==> config.mk <==
export PLATFORM = sky130hd
export DESIGN_NAME = msj_motor_pwm_out_flat
export DESIGN_NICKNAME = d
export VERILOG_FILES = /design/src/rtl/msj_motor_pwm_out_if.sv /design/src/rtl/msj_motor_pwm_out.sv /design/src/flat_wrapper.sv
export SDC_FILE = /design/constraint.sdc
export NUM_CORES = 1
export LEC_CHECK = 0
export ABC_AREA = 1
export ABC_CLOCK_PERIOD_IN_PS = 6500
export BUFFER_PORTS_ARGS = -buffer_cell sky130_fd_sc_hd__buf_2
export CORE_ASPECT_RATIO = 1.2
export CORE_UTILIZATION = 30
export CTS_BUF_LIST = sky130_fd_sc_hd__clkbuf_4
export CTS_CLUSTER_SIZE = 20
export DETAILED_ROUTE_END_ITERATION = 8
export PLACE_DENSITY_LB_ADDON = 0.3
export SLEW_MARGIN = 5
export SYNTH_ARGS = -nofsm -noshare
export SYNTH_HDL_FRONTEND = slang
export SYNTH_SLANG_ARGS = --single-unit
export TNS_END_PERCENT = 50
==> constraint.sdc <==
create_clock -name clock -period 6.5 [get_ports clock]
set_input_delay 0 -clock clock [delete_from_list [all_inputs] [get_ports clock]]
set_output_delay 0 -clock clock [all_outputs]
set_load 0.01 [all_outputs]
==> src/rtl/msj_motor_pwm_out_if.sv <==
// Bus between the PID stage and the multi-channel PWM generator.
// The PID stage (master) drives duty/ena/mute. The PWM block (slave) returns pulses and status.
interface msj_motor_pwm_out_if #(
    parameter int NUMBER_OF_MOTORS = 8
);
    // Handshake: ena[i] is a one-cycle valid strobe for duty word i.
    // There is no ready; the slave accepts every strobe in the cycle it is presented.
    logic                            mute;
    logic [NUMBER_OF_MOTORS-1:0]     ena;
    logic [32*NUMBER_OF_MOTORS-1:0]  duty;
    logic [NUMBER_OF_MOTORS-1:0]     pwm_out;
    logic                            period_start;
    logic [NUMBER_OF_MOTORS-1:0]     watchdog_tripped;

    modport master (
        output mute,
        output ena,
        output duty,
        input  pwm_out,
        input  period_start,
        input  watchdog_tripped
    );

    modport slave (
        input  mute,
        input  ena,
        input  duty,
        output pwm_out,
        output period_start,
        output watchdog_tripped
    );
endinterface

==> src/rtl/msj_motor_pwm_out.sv <==
// Multi-channel servo/ESC PWM generator with shadowed, clamped duty registers.
// Define MSJ_PWM_WATCHDOG_EN to build the per-channel watchdog that falls back to SAFE_DUTY.
module msj_motor_pwm_out #(
    parameter int NUMBER_OF_MOTORS = 8,
    parameter int CLOCK_SPEED_HZ   = 50_000_000,
    parameter int PWM_FREQ_HZ      = 50,
    parameter int RESOLUTION_BITS  = 12,
    parameter int SAFE_DUTY        = 330,
    parameter int WATCHDOG_PERIODS = 5
) (
    input logic                clock,
    input logic                reset,
    msj_motor_pwm_out_if.slave bus
);
    localparam int PERIOD_TICKS = 2 ** RESOLUTION_BITS;
    localparam int DIV          = CLOCK_SPEED_HZ / (PWM_FREQ_HZ * PERIOD_TICKS);
    localparam int PRE_W        = (DIV > 1) ? $clog2(DIV) : 1;
    localparam int MAX_DUTY     = PERIOD_TICKS - 1;
    localparam logic [PRE_W-1:0] PRE_LAST = PRE_W'(DIV - 1);
    localparam int SAFE_INT     = (SAFE_DUTY < 0) ? 0 :
                                  (SAFE_DUTY > MAX_DUTY) ? MAX_DUTY : SAFE_DUTY;
    localparam logic [RESOLUTION_BITS-1:0] SAFE_CLAMPED = RESOLUTION_BITS'(SAFE_INT);

    if (DIV < 1) begin : g_div_check
        $error("msj_motor_pwm_out: CLOCK_SPEED_HZ too low for PWM_FREQ_HZ and RESOLUTION_BITS");
    end
    if (WATCHDOG_PERIODS < 1) begin : g_wd_check
        $error("msj_motor_pwm_out: WATCHDOG_PERIODS must be at least 1");
    end

    function automatic logic [RESOLUTION_BITS-1:0] clamp_duty(input logic signed [31:0] d);
        if (d < 0)
            clamp_duty = '0;
        else if (d > MAX_DUTY)
            clamp_duty = '1;
        else
            clamp_duty = d[RESOLUTION_BITS-1:0];
    endfunction

    logic [PRE_W-1:0]           prescaler;
    logic [RESOLUTION_BITS-1:0] cnt;
    logic                       tick;
    logic                       boundary;
    logic                       start;

    assign tick     = (prescaler == PRE_LAST);
    assign boundary = tick && (cnt == '1);
    assign start    = (prescaler == '0) && (cnt == '0);

    always_ff @(posedge clock or posedge reset) begin
        if (reset) begin
            prescaler <= '0;
            cnt       <= '0;
        end else begin
            prescaler <= tick ? '0 : prescaler + 1'b1;
            if (tick)
                cnt <= cnt + 1'b1;
        end
    end

    logic [RESOLUTION_BITS-1:0] clamped [NUMBER_OF_MOTORS];

    always_comb begin
        for (int i = 0; i < NUMBER_OF_MOTORS; i++)
            clamped[i] = clamp_duty(bus.duty[32*i +: 32]);
    end

    // trip[i] is high only in the boundary cycle where channel i falls back to SAFE_DUTY
    logic [NUMBER_OF_MOTORS-1:0] trip;

`ifdef MSJ_PWM_WATCHDOG_EN
    localparam int WD_W = $clog2(WATCHDOG_PERIODS + 1);
    localparam logic [WD_W-1:0] WD_LAST = WD_W'(WATCHDOG_PERIODS - 1);
    localparam logic [WD_W-1:0] WD_SAT  = WD_W'(WATCHDOG_PERIODS);

    logic [WD_W-1:0]             wd [NUMBER_OF_MOTORS];
    logic [NUMBER_OF_MOTORS-1:0] tripped;

    always_comb begin
        trip = '0;
        for (int i = 0; i < NUMBER_OF_MOTORS; i++)
            trip[i] = boundary && !bus.ena[i] && (wd[i] == WD_LAST);
    end

    always_ff @(posedge clock or posedge reset) begin
        if (reset) begin
            for (int i = 0; i < NUMBER_OF_MOTORS; i++)
                wd[i] <= '0;
            tripped <= '0;
        end else begin
            for (int i = 0; i < NUMBER_OF_MOTORS; i++) begin
                if (bus.ena[i]) begin
                    wd[i]      <= '0;
                    tripped[i] <= 1'b0;
                end else if (boundary && (wd[i] != WD_SAT)) begin
                    wd[i] <= wd[i] + 1'b1;
                    if (trip[i])
                        tripped[i] <= 1'b1;
                end
            end
        end
    end

    assign bus.watchdog_tripped = tripped;
`else
    assign trip                 = '0;
    assign bus.watchdog_tripped = '0;
`endif

    logic [RESOLUTION_BITS-1:0] shadow [NUMBER_OF_MOTORS];
    logic [RESOLUTION_BITS-1:0] active [NUMBER_OF_MOTORS];

    // A strobe in the boundary cycle bypasses shadow so the next period already uses it.
    always_ff @(posedge clock or posedge reset) begin
        if (reset) begin
            for (int i = 0; i < NUMBER_OF_MOTORS; i++) begin
                shadow[i] <= '0;
                active[i] <= '0;
            end
        end else begin
            for (int i = 0; i < NUMBER_OF_MOTORS; i++) begin
                if (bus.ena[i]) begin
                    shadow[i] <= clamped[i];
                    if (boundary)
                        active[i] <= clamped[i];
                end else if (trip[i]) begin
                    shadow[i] <= SAFE_CLAMPED;
                    active[i] <= SAFE_CLAMPED;
                end else if (boundary) begin
                    active[i] <= shadow[i];
                end
            end
        end
    end

    logic [NUMBER_OF_MOTORS-1:0] pwm_q;
    logic                        start_q;

    always_ff @(posedge clock or posedge reset) begin
        if (reset) begin
            pwm_q   <= '0;
            start_q <= 1'b0;
        end else begin
            start_q <= start;
            for (int i = 0; i < NUMBER_OF_MOTORS; i++)
                pwm_q[i] <= (cnt < active[i]) && !bus.mute;
        end
    end

    assign bus.pwm_out      = pwm_q;
    assign bus.period_start = start_q;
endmodule

==> src/flat_wrapper.sv <==
// flat-port wrapper written by rule: the top's interface ports become plain ports
module msj_motor_pwm_out_flat 
#(
    parameter int NUMBER_OF_MOTORS = 8,
    parameter int CLOCK_SPEED_HZ   = 50_000_000,
    parameter int PWM_FREQ_HZ      = 50,
    parameter int RESOLUTION_BITS  = 12,
    parameter int SAFE_DUTY        = 330,
    parameter int WATCHDOG_PERIODS = 5
)
  (clock, reset, bus_mute, bus_ena, bus_duty, bus_pwm_out, bus_period_start, bus_watchdog_tripped);
  msj_motor_pwm_out_if #(.NUMBER_OF_MOTORS(NUMBER_OF_MOTORS)) bus_i ();
  input logic clock;
  input logic reset;
  input wire logic [$bits(bus_i.mute)-1:0] bus_mute;
  input wire logic [$bits(bus_i.ena)-1:0] bus_ena;
  input wire logic [$bits(bus_i.duty)-1:0] bus_duty;
  output wire logic [$bits(bus_i.pwm_out)-1:0] bus_pwm_out;
  output wire logic [$bits(bus_i.period_start)-1:0] bus_period_start;
  output wire logic [$bits(bus_i.watchdog_tripped)-1:0] bus_watchdog_tripped;
  assign bus_i.mute = bus_mute;
  assign bus_i.ena = bus_ena;
  assign bus_i.duty = bus_duty;
  assign bus_pwm_out = bus_i.pwm_out;
  assign bus_period_start = bus_i.period_start;
  assign bus_watchdog_tripped = bus_i.watchdog_tripped;
  msj_motor_pwm_out #(.NUMBER_OF_MOTORS(NUMBER_OF_MOTORS), .CLOCK_SPEED_HZ(CLOCK_SPEED_HZ), .PWM_FREQ_HZ(PWM_FREQ_HZ), .RESOLUTION_BITS(RESOLUTION_BITS), .SAFE_DUTY(SAFE_DUTY), .WATCHDOG_PERIODS(WATCHDOG_PERIODS)) u_core (.clock(clock), .reset(reset), .bus(bus_i));
endmodule
# ---- Word level (Yosys, flattened, before mapping)
# Cells that the tools add are included.
dict set report op_classes {
  magnitude_cmp 24
  n_eq_ne 2
  reduce_logical 13
  n_addsub 2
  muxes 41
}
# op count
set op_table {}
lappend op_table {{two-way mux 12 bit} 40}
lappend op_table {{> comparator 32 x 13 -> 1 bit (second input constant)} 8}
lappend op_table {{less-than comparator 32 x 1 -> 1 bit (second input constant)} 8}
lappend op_table {{less-than comparator 12 bit} 8}
lappend op_table {{adder 12 x 1 -> 12 bit (second input constant)} 1}
lappend op_table {{equality test 12 bit (second input constant)} 1}
lappend op_table {{logical NOT 12 bit} 1}
lappend op_table {{logical AND 1 bit} 10}
lappend op_table {{adder 8 x 1 -> 8 bit (second input constant)} 1}
lappend op_table {{equality test 8 bit (second input constant)} 1}
lappend op_table {{logical NOT 8 bit} 1}
lappend op_table {{two-way mux 8 bit} 1}
lappend op_table {{logical NOT 1 bit} 1}
dict set report totals {
  elab_cells 102
  ff_bits 221
  in_bits 267
  output_inout_bits 17
}

# ---- Logic depth before layout (Yosys ltp)
# Gate-level depths: netlist (run 1).
dict set report depth {
  depth_word 5
  ltp_mapped 10
  ltp_nobuf 8
}

# ---- Worst setup path after synthesis (run 1)
# Ideal clock, no wire load.
dict set report synth_timing {
  kind {reg-to-reg}
  from {reg u_core.cnt[1]}
  to {reg u_core.active[48] (netlist bit)}
  path_slack_ns 4.609
  t_arrival_ns 1.774
  path_stages_with_launch 11
  t_required_ns 6.383
  cell_sequence {dfrtp_1 -> ha_1 -> inv_1 -> nor2_1 -> nand2_1 -> nor3_4 -> inv_2 -> buf_2 -> buf_2 -> nand2_1 -> nand2_1}
}
dict set report synth_via {
  elab_chain_len 2
}
# item line_no
set synth_rtl {}
lappend synth_rtl {{start: declaration} msj_motor_pwm_out.sv:41} ;# logic [RESOLUTION_BITS-1:0] cnt;
lappend synth_rtl {{start signal: assignment} msj_motor_pwm_out.sv:57} ;# cnt <= cnt + 1'b1;
lappend synth_rtl {{equality test 12 bit} msj_motor_pwm_out.sv:47} ;# assign boundary = tick && (cnt == '1);
lappend synth_rtl {{logical AND 1 bit} msj_motor_pwm_out.sv:47}
lappend synth_rtl {{end signal: indexed assignment} msj_motor_pwm_out.sv:125} ;# active[i] <= clamped[i];
lappend synth_rtl {{end signal: indexed assignment} msj_motor_pwm_out.sv:130} ;# active[i] <= shadow[i];
lappend synth_rtl {{end: declaration} msj_motor_pwm_out.sv:111} ;# logic [RESOLUTION_BITS-1:0] active [NUMBER_OF_MOTORS];
# No other way between the ends.
# A chain may end at the register's enable or synchronous reset.

# ---- Worst setup path in the final report (run 1)
dict set report layout_timing {
  from {reg u_core.cnt[1]}
  to {reg u_core.active[29] (netlist bit)}
}
# The elaborated chain is that of the path after synthesis.

==> results summary, run 1 <==
The flow ran to the end, and the final reports show no timing, DRC or antenna violations. The number of global-route vias before repair is around 13000. The most common flop cell mapped by yosys is sky130_fd_sc_hd__dfrtp_1. The worst pin sits at a relative slew slack of a little under a third. The post-synthesis sequential area ratio is 45.0%. The library cell used most frequently in the layout, excluding fill and tap cells, is sky130_fd_sc_hd__nand2_1. The number of different library cells used by synthesis comes to 22. The aggregate negative setup slack is 0 ns. After global routing, the most crowded layer is met2. The library cell contributing the largest single delay on the critical path is sky130_fd_sc_hd__buf_4. The type of element capturing the critical path is a flop. The insertion delay of the later-clocked pin in the worst-skew pair came out at 0.70 ns. The number of flops mapped to enable cells by yosys is 0. The number of gates resized after CTS is 0. Measured on the finished design, the core utilization comes to 46.6%. The endpoint required time on the critical path is a little over 7 ns. Setup repair after global routing left no endpoint under its margin.

For the pin with the worst max-slew slack, the measured transition is 1.02 ns. The maximum number of pins on one net before global-route repair is 97. The clock-pin slew of the registers on the worst-case setup and hold paths came out at 0.07 ns. The number of synthesis warnings came out at 0. The path class of the tightest hold or removal check is in -> reg. Counting flops with an async set or reset pin after synthesis yields a share of 100%. The library cells used most frequently in the layout, excluding fill and tap cells, are sky130_fd_sc_hd__nand2_1 (689), sky130_fd_sc_hd__dlygate4sd3_1 (387), sky130_fd_sc_hd__buf_2 (275), sky130_fd_sc_hd__dfrtp_1 (221), sky130_fd_sc_hd__inv_1 (218). The worst setup slack after layout is approximately 3.8 ns. The initial core utilization came out at 30.7%.

The total CTS buffers came out at 57. Counting the fill cells in the layout gives 3873. The final wirelength is between 30000 and 40000 um. The number of buffers added on ports came out at roughly 280. The number of buffers on the longest clock path came out at 3.

The most frequent cell on the critical path is sky130_fd_sc_hd__nand2_1. For this block, the via count after detailed routing is 12709. The critical path goes through ha_1 -> inv_1 -> nor2_1 -> nand2_1 -> nor3_4 -> inv_2 -> buf_4 -> nand2_1 -> nand2_1. The area of the multi-input gates came out at 5650 sq um.

The number of clock sinks seen by CTS came out at 221. The residual overflow from global routing is 0. In the synthesized netlist, the number of instances is 1671. The cell leakage power is 10.0 nW. The first global-routing pass estimated 59800 um of wire. The cell sitting at the root of the clock tree is a sky130_fd_sc_hd__clkbuf_4. The overall power consumption came out at a little over 3 mW. The number of placed instances, taps included came out at 2420. The area of the placeable core is 40100 sq um. The H-tree depth came out at 2. STA classifies the critical path startpoint as a flop.

The final clock period utilization by the worst path came out at about two fifths. Cells with a size suffix above 1 make up 15.6% of the layout. Routability-driven placement finished with a final weighted congestion of between 0.7 and 0.8.

The floorplan die height came out at 224 um. The final count of pins violating max slew came to 0. The final routed DRC violation total is 0. The reported max-cap violation count came out at 0. Once the clock tree was built, the setup fixing pass inserted 0 buffers.

The hold buffer count at CTS came out at 387. Pin placement for this block handled between 200 and 300 I/O pins. For this design the ratio of total power to cell area is 165 nW/um^2. In the routed layout, each cell is associated on average with a via count of 4.37. Once detailed placement completed, the half-perimeter wirelength came to 20800 um. The first TritonRoute pass finished after 5 iterations. The detailed router's first-iteration violation count came out at between 500 and 600. Across the whole layout, storage elements account for 5530 sq um. The post-placement setup slack came out at ~3.8 ns. The worst-case clock skew came out at 0.0366 ns.

The final net count came out at 2692. The global routing usage on met2 is 31.9%. The initial antenna violation count was 1. The arrival time at the worst endpoint came out at 3.31 ns. TritonCTS built the clock tree. The worst stage delay on the critical path is between 0.6 and 0.7 ns.

The minimum period implied by the final worst setup slack is 2.70 ns. The post-synthesis area per instance came out at roughly 7.4 sq um. The mean routed wirelength per cell is 12.0 um.

The maximum vdd ir drop came out at approximately 0.087 mV. The total of flip-flops plus latches after synthesis is 221. The number of nets with antenna violations after detailed routing came out at 0. The worst hold slack after final layout came out at 0.280 ns. The cell area after synthesis came out at 12300 sq um. The number of standard cells in the final layout excluding fillers is 2910. Relative to the synthesized area, the layout overhead comes to 52.2%.

The routing usage on met3 is 2.55%. Along the worst path, the maximum fanout reaches 62. Global routing used 19.7% of the available met1 tracks.

The total track usage came out at 17.1%. The width of the die is 187 um. The initialized floorplan defines 80 standard-cell rows. The number of setup violations in the final report is 0.

The overall die area came out at 41800 sq um. The finished cells cover 18700 sq um. The number of endpoints with negative hold slack in the final report is 0. The critical path start-end classification is reg -> reg. The standard cell area after detailed placement came out at 14100 sq um. The achievable clock frequency came out at 0.371 GHz.
==> cell usage after synthesis (3+ instances only) <==
master / count / area (sq um)
sky130_fd_sc_hd__xor2_1: 10 / 87.6
sky130_fd_sc_hd__nand4_1: 101 / 632
sky130_fd_sc_hd__nor2_1: 141 / 529
sky130_fd_sc_hd__nor3_1: 5 / 25.0
sky130_fd_sc_hd__ha_1: 92 / 1150
sky130_fd_sc_hd__a21oi_1: 59 / 295
sky130_fd_sc_hd__dfrtp_1: 221 / 5530
sky130_fd_sc_hd__o21ai_0: 31 / 155
sky130_fd_sc_hd__buf_4: 8 / 60.1
sky130_fd_sc_hd__clkbuf_1: 52 / 195
sky130_fd_sc_hd__buf_2: 10 / 50.1
sky130_fd_sc_hd__nand3_1: 16 / 80.1
sky130_fd_sc_hd__nand2_1: 689 / 2590
sky130_fd_sc_hd__and2_1: 8 / 50.1
sky130_fd_sc_hd__inv_2: 3 / 11.3
sky130_fd_sc_hd__inv_1: 219 / 822
==> layer usage <==
layer / wire length, um / up-vias
met2: 18200 / 274
met3: 1240 / 58
met5: 0 / -
met1: 14900 / 5851
li1: - / 6526
met4: 678 / 0
==> worst max-delay path, delay by kind of cell (launching register included) <==
| family | cells | cell delay (ns) |
|---|---|---|
| DFF | 1 | 0.57 |
| and+or+nand+nor | 5 | 0.47 |
| buffers and inverters | 3 | 1.14 |
| adders and majority gates | 1 | 0.35 |
==> cells by family (layout without fill, tap and decap cells) <==
group	count (synthesis)	after routing	synth area share [%]
AND/OR/NAND/NOR	962	962	31.9
other	1	9	0.0305
XOR/XNOR	11	11	0.783
AO/OA/AOI/OAI	90	90	3.66
adder cells (fa/ha/maj)	92	92	9.36
flip-flops	221	221	45.0
buffers and inverters	294	992	9.32
==> path summary, 6_finish.rpt <==
kind | from | endpoint | slack [ns] | depth (start not counted)
max | u_core.cnt[1] | u_core.active[29] | 3.80 | 9
min | bus_mute | u_core.bus.pwm_out[7] | 0.28 | 3
max reg2reg | u_core.cnt[1] | u_core.active[29] | 3.80 | 9
min reg2reg | u_core.active[34] | u_core.active[34] | 0.48 | 2
max in group asynchronous | reset | u_core.active[64] | 4.58 | 5
min in group asynchronous | reset | u_core.shadow[9] | 0.57 | 4
==> final cells by class <==
| type | instances | share of cell area (%) |
|---|---|---|
| antenna | 1 | 0.0134 |
| clock buffer | 80 | 3.21 |
| clock inverter | 22 | 0.742 |
| inverter | 223 | 4.51 |
| multi-input combinational | 1163 | 30.2 |
| sequential | 221 | 29.5 |
| tap | 533 | 3.56 |
| timing repair buffer | 667 | 28.2 |
==> power by group <==
group / total (mW) / switching, mW / internal, mW
sequential: 1.45 / 0.0162 / 1.43
clock: 1.22 / 0.572 / 0.646
combinational: 0.421 / 0.181 / 0.241
==> state kept, by name, indices dropped and copies added, names as in the netlist <==
| name | cells |
|---|---|
| u_core.active | 96 |
| u_core.cnt | 12 |
| u_core.prescaler | 8 |
| u_core.bus.pwm_out | 8 |
| u_core.shadow | 96 |
| u_core.bus.period_start | 1 |
No activity file was read; power rests on OpenSTA's default activity.
==> inputs of run 2 (changes only) <==
--- a/config.mk
+++ b/config.mk
@@ -5,8 +5,8 @@
 export SDC_FILE = /design/constraint.sdc
 export NUM_CORES = 1
 export LEC_CHECK = 0
-export ABC_AREA = 1
-export ABC_CLOCK_PERIOD_IN_PS = 6500
+export ABC_AREA = 0
+export ABC_CLOCK_PERIOD_IN_PS = 2200
 export BUFFER_PORTS_ARGS = -buffer_cell sky130_fd_sc_hd__buf_2
 export CORE_ASPECT_RATIO = 1.2
 export CORE_UTILIZATION = 30
==> constraint.sdc (replaced) <==
create_clock -name clock -period 2.2 [get_ports clock]
set_input_delay 0 -clock clock [delete_from_list [all_inputs] [get_ports clock]]
set_output_delay 0 -clock clock [all_outputs]
set_load 0.01 [all_outputs]
==> results summary, run 2 <==
Status: complete, no violations (unchanged). The initial antenna violation count is 1 (unchanged). The post-route core utilization came out at 43.2% (was 46.6%).

The overall power consumption came out at 9.17 mW (was 3.09 mW). The cell family contributing the most delay on the critical path is buffers and inverters (unchanged). The switching portion of total power came to 25.6% (was 24.9%). The maximum vdd ir drop was 0.292 mV (was 0.0874 mV).

The clock share of power is 40.7% (was 39.5%). The worst hold slack after final layout is 0.0799 ns (was 0.280 ns). The final wirelength came to 33500 um (was 35000 um). The total iterations of the first detailed-routing run is 5 (unchanged). The number of endpoints with negative hold slack in the final report came to 0 (unchanged). The insertion delay of the later-clocked pin in the worst-skew pair is 0.73 ns (was 0.70 ns). The share of Yosys cell area claimed by the top area cell type came out at 46.6% (was 45.0%). The combinational fraction of design power is 12.7% (was 13.6%). The number of synthesis warnings is 0 (unchanged).

The row count came out at 79 (was 80). The cell area after synthesis is 11900 sq um (was 12300 sq um). The total track usage is 16.7% (was 17.1%). The total setup buffers inserted after CTS is 0 (unchanged). The ratio of total power to cell area is 547 nW/um^2 (was 165 nW/um^2). The number of distinct library cells after synthesis came out at 37 (was 22). The standard cell area after detailed placement came out at 13900 sq um (was 14100 sq um). The cell depth of the worst flop-to-flop path came out at 6 (was 9). The width of the die is 184 um (was 187 um).

Commonest cells after routing, fill and taps aside: sky130_fd_sc_hd__inv_1 (285), sky130_fd_sc_hd__buf_2 (274), sky130_fd_sc_hd__o21ai_0 (260), sky130_fd_sc_hd__dfrtp_1 (221), sky130_fd_sc_hd__dlygate4sd3_1 (206) (was sky130_fd_sc_hd__nand2_1 (689), sky130_fd_sc_hd__dlygate4sd3_1 (387), sky130_fd_sc_hd__buf_2 (275), sky130_fd_sc_hd__dfrtp_1 (221), sky130_fd_sc_hd__inv_1 (218)). The fraction of final layout cells sized beyond drive strength 1 came to 21.2% (was 15.6%). Most frequent cells after synthesis: sky130_fd_sc_hd__inv_1 (286), sky130_fd_sc_hd__o21ai_0 (260), sky130_fd_sc_hd__dfrtp_1 (221) (was sky130_fd_sc_hd__nand2_1 (689), sky130_fd_sc_hd__dfrtp_1 (221), sky130_fd_sc_hd__inv_1 (219)). The last weighted congestion value of the routability-driven placer is 0.781 (was 0.753). The worst stage delay on the critical path came out at 0.64 ns (was 0.61 ns). The number of global-route vias before repair came out at 11264 (was 13099).

The cell leakage power came to 8.74 nW (was 10.0 nW). The final clock period utilization by the worst path is 96.9%. The library cell contributing the largest single delay on the critical path is sky130_fd_sc_hd__dlygate4sd3_1 (was sky130_fd_sc_hd__buf_4). The reported max-cap violation count came out at 0 (unchanged).

The share of flip-flops with an asynchronous set or reset after synthesis is 100% (unchanged). Largest cells by area after synthesis: sky130_fd_sc_hd__dfrtp_1 (47%), sky130_fd_sc_hd__o21ai_0 (11%), sky130_fd_sc_hd__ha_1 (9.7%) (was sky130_fd_sc_hd__dfrtp_1 (45%), sky130_fd_sc_hd__nand2_1 (21%), sky130_fd_sc_hd__ha_1 (9.4%)). The final count of pins violating max slew came out at 0 (unchanged). The clock-pin slew of the registers on the worst-case setup and hold paths came to 0.07 ns (about the same). The number of flops mapped to enable cells by yosys was 0 (unchanged).

The post-synthesis sequential area ratio is 46.6% (was 45.0%). The library cell used as clock root buffer is sky130_fd_sc_hd__clkbuf_4 (unchanged). The minimum period implied by the final worst setup slack came out at 2.13 ns. The most common flop cell mapped by yosys is sky130_fd_sc_hd__dfrtp_1 (unchanged). The class of the tightest hold or removal check was in -> reg (unchanged). The critical path start-end classification is in -> reg (was reg -> reg). The most common cell after layout, fill and taps aside was sky130_fd_sc_hd__inv_1 (was sky130_fd_sc_hd__nand2_1).

The sort of element at the start of the critical path is an input pin (was flop). The total of flip-flops plus latches after synthesis was 221 (unchanged). The number of filler instances in the final layout came out at 3832 (was 3873). The number of setup violations in the final report is 0 (unchanged). The hold-critical path depth is 4 (was 3). The initial core utilization was 30.6% (was 30.7%). The count of buffer and inverter cells on the critical path is 5 (was 3). Timing would allow up to 0.469 GHz. The number of clock sinks seen by CTS is 221 (unchanged). The number of buffers on the longest clock path came out at 3 (unchanged). Regs by FF count: u_core.active (96), u_core.shadow (96), u_core.cnt (12) (unchanged). The transition time at the pin with the least slew margin came out at 0.668 ns (was 1.02 ns).

The residual overflow from global routing is 0 (unchanged). The I/O pin total is 284 (unchanged). The post-route standard cell area excluding fillers is 16800 sq um (was 18700 sq um).

The final net count came out at 2186 (was 2692). The relative max-transition margin came to 55.1% (was 31.7%). The total via count in the routed design was 11241 (was 12709). The power share of the sequential group is 46.5% (was 46.9%). The most frequent cell on the critical path is sky130_fd_sc_hd__dlygate4sd3_1 (was sky130_fd_sc_hd__nand2_1). The number of buffers added on ports is 275 (unchanged). The endpoint required time on the critical path is 2.76 ns (was 7.11 ns). The highest fanout seen on the critical path is 14 (was 62).

The final routed DRC violation total is 0 (unchanged). The dominant cell by count in the synthesized netlist is sky130_fd_sc_hd__inv_1 (was sky130_fd_sc_hd__nand2_1). The post-synthesis to final-layout area growth is 41.3% (was 52.2%).

The post-synthesis area per instance is 8.99 sq um (was 7.36 sq um). The worst-case clock skew was 0.0647 ns (was 0.0366 ns). Cells traversed along the worst timing path: dlygate4sd3_1 -> clkbuf_4 -> nor4b_2 -> dlygate4sd3_1 -> nand3_1 -> buf_4 -> o31ai_1 -> dlygate4sd3_1 -> o21ai_1 (was ha_1 -> inv_1 -> nor2_1 -> nand2_1 -> nor3_4 -> inv_2 -> buf_4 -> nand2_1 -> nand2_1).

The maximum number of pins on one net before global-route repair is 97 (unchanged). The arrival time at the worst endpoint came out at 2.69 ns (was 3.31 ns). The TritonCTS clock tree is built (unchanged). The dominant cell type by area after synthesis is sky130_fd_sc_hd__dfrtp_1 (unchanged).

The number of cells on the critical path is 9 (unchanged). The detail-routed via count per cell came out at 4.68 (was 4.37). The mean routed wirelength per cell is 13.9 um (was 12.0 um). The total CTS buffers is 58 (was 57). The wire length of the first global-routing pass is 54600 um (was 59800 um). The switching power came out at 2.34 mW (was 0.769 mW). The type of element capturing the critical path is a flop (unchanged).

The H-tree depth is 2 (unchanged). The cell count after synthesis came out at 1321 (was 1671). The number of nets with antenna violations after detailed routing is 0 (unchanged). The floorplan die height is 220 um (was 224 um). The overall die area came out at 40400 sq um (was 41800 sq um). The area of the placeable core is 38800 sq um (was 40100 sq um). The half-perimeter wire length of the detailed placement result came out at 21500 um (was 20800 um). The design internal power came out at 6.83 mW (was 2.32 mW). The detailed router's first-iteration violation count was 441 (was 538). RSZ-0062 raised after global routing: no (unchanged).
[run 2: cell types whose count changed after synthesis, moves of 40 or more]
cell                      previous run  this run
sky130_fd_sc_hd__o21ai_1             0        40
sky130_fd_sc_hd__a21oi_1            59         9
sky130_fd_sc_hd__nand4_1           101         5
sky130_fd_sc_hd__o21ai_0            31       260
sky130_fd_sc_hd__inv_1             219       286
sky130_fd_sc_hd__nand2_1           689        39
sky130_fd_sc_hd__nor2_1            141        12
sky130_fd_sc_hd__o31ai_1             0        97
[run 2: cell type report]
type | instances | area [sq um] | share of cell area (%)
inverters | 286 | 1080 | 6.42
well taps | 526 | 658 | 3.92
clock inverters | 32 | 205 | 1.22
clock buffers | 75 | 563 | 3.36
diodes | 1 | 2.50 | 0.0149
multi-input cells | 746 | 4950 | 29.5
repair buffers | 514 | 3790 | 22.6
flip-flops and latches | 221 | 5530 | 33.0
[run 2: worst paths after layout]
check | start | endpoint | slack (ns)
setup / recovery | bus_ena[3] | u_core.active[54] | 0.07
hold / removal | bus_duty[105] | u_core.shadow[57] | 0.08
setup reg to reg | u_core.prescaler[0] | u_core.active[83] | 0.19
hold reg to reg | u_core.active[89] | u_core.active[89] | 0.51
max in group asynchronous | reset | u_core.active[43] | 1.04
min in group asynchronous | reset | u_core.shadow[82] | 0.42
[run 2: kinds of logic after synthesis]
group,share of synthesized area [%]
and+or+nand+nor,8.05
AOI/OAI and AO/OA,22.6
buffers and inverters,12.1
xor gates and xnor gates,1.03
DFF,46.6
adders and majority gates,9.69
other,0.0316
[run 2: per-layer routing]
metal / track usage [%] / wire length, um / vias to the layer above
li1: - / - / 5558
met3: 2.45 / 1390 / 61
met5: 0 / 0 / -
met2: 30.6 / 17000 / 289
met4: 5.31 / 759 / 0
met1: 19.9 / 14300 / 5333
[run 2: power by group through the flow]
| stage | logic [mW] | registers (mW) | clock network (mW) |
|---|---|---|---|
| 2_1_floorplan | 0.399 | 4.34 | 0 |
| 3_3_place_gp | 0.775 | 4.34 | 0 |
| 3_5_place_dp | 0.791 | 4.35 | 0 |
| 4_1_cts | 1.17 | 4.27 | 3.88 |
| 5_1_grt | 1.31 | 4.28 | 4.07 |
| 6_report | 1.17 | 4.27 | 3.74 |
[run 2: tightest hold or removal path, delay by kind of cell]
kind	cells	cell delay [ns]
buffers and inverters	3	0.69
AOI/OAI and AO/OA	1	0.10
[run 2: stage by stage]
step,std cells,setup TNS [ns],setup slack [ns]
CTS,2405,0,0.0279
global route,2401,0,0.0109
finish,2401,0,0.0688
detailed placement,2087,-1.33,-0.0576
global placement,2087,0,0.0156
floorplan,1328,-156.22,-0.682
[run 2: timing repair]
item | 4_1_cts | 5_1_grt
hold buffers | 211 | 0
endpoints found under the setup margin | 40 | 79
hold endpoints to repair | 421 | 0
resized for setup | 4 | 3
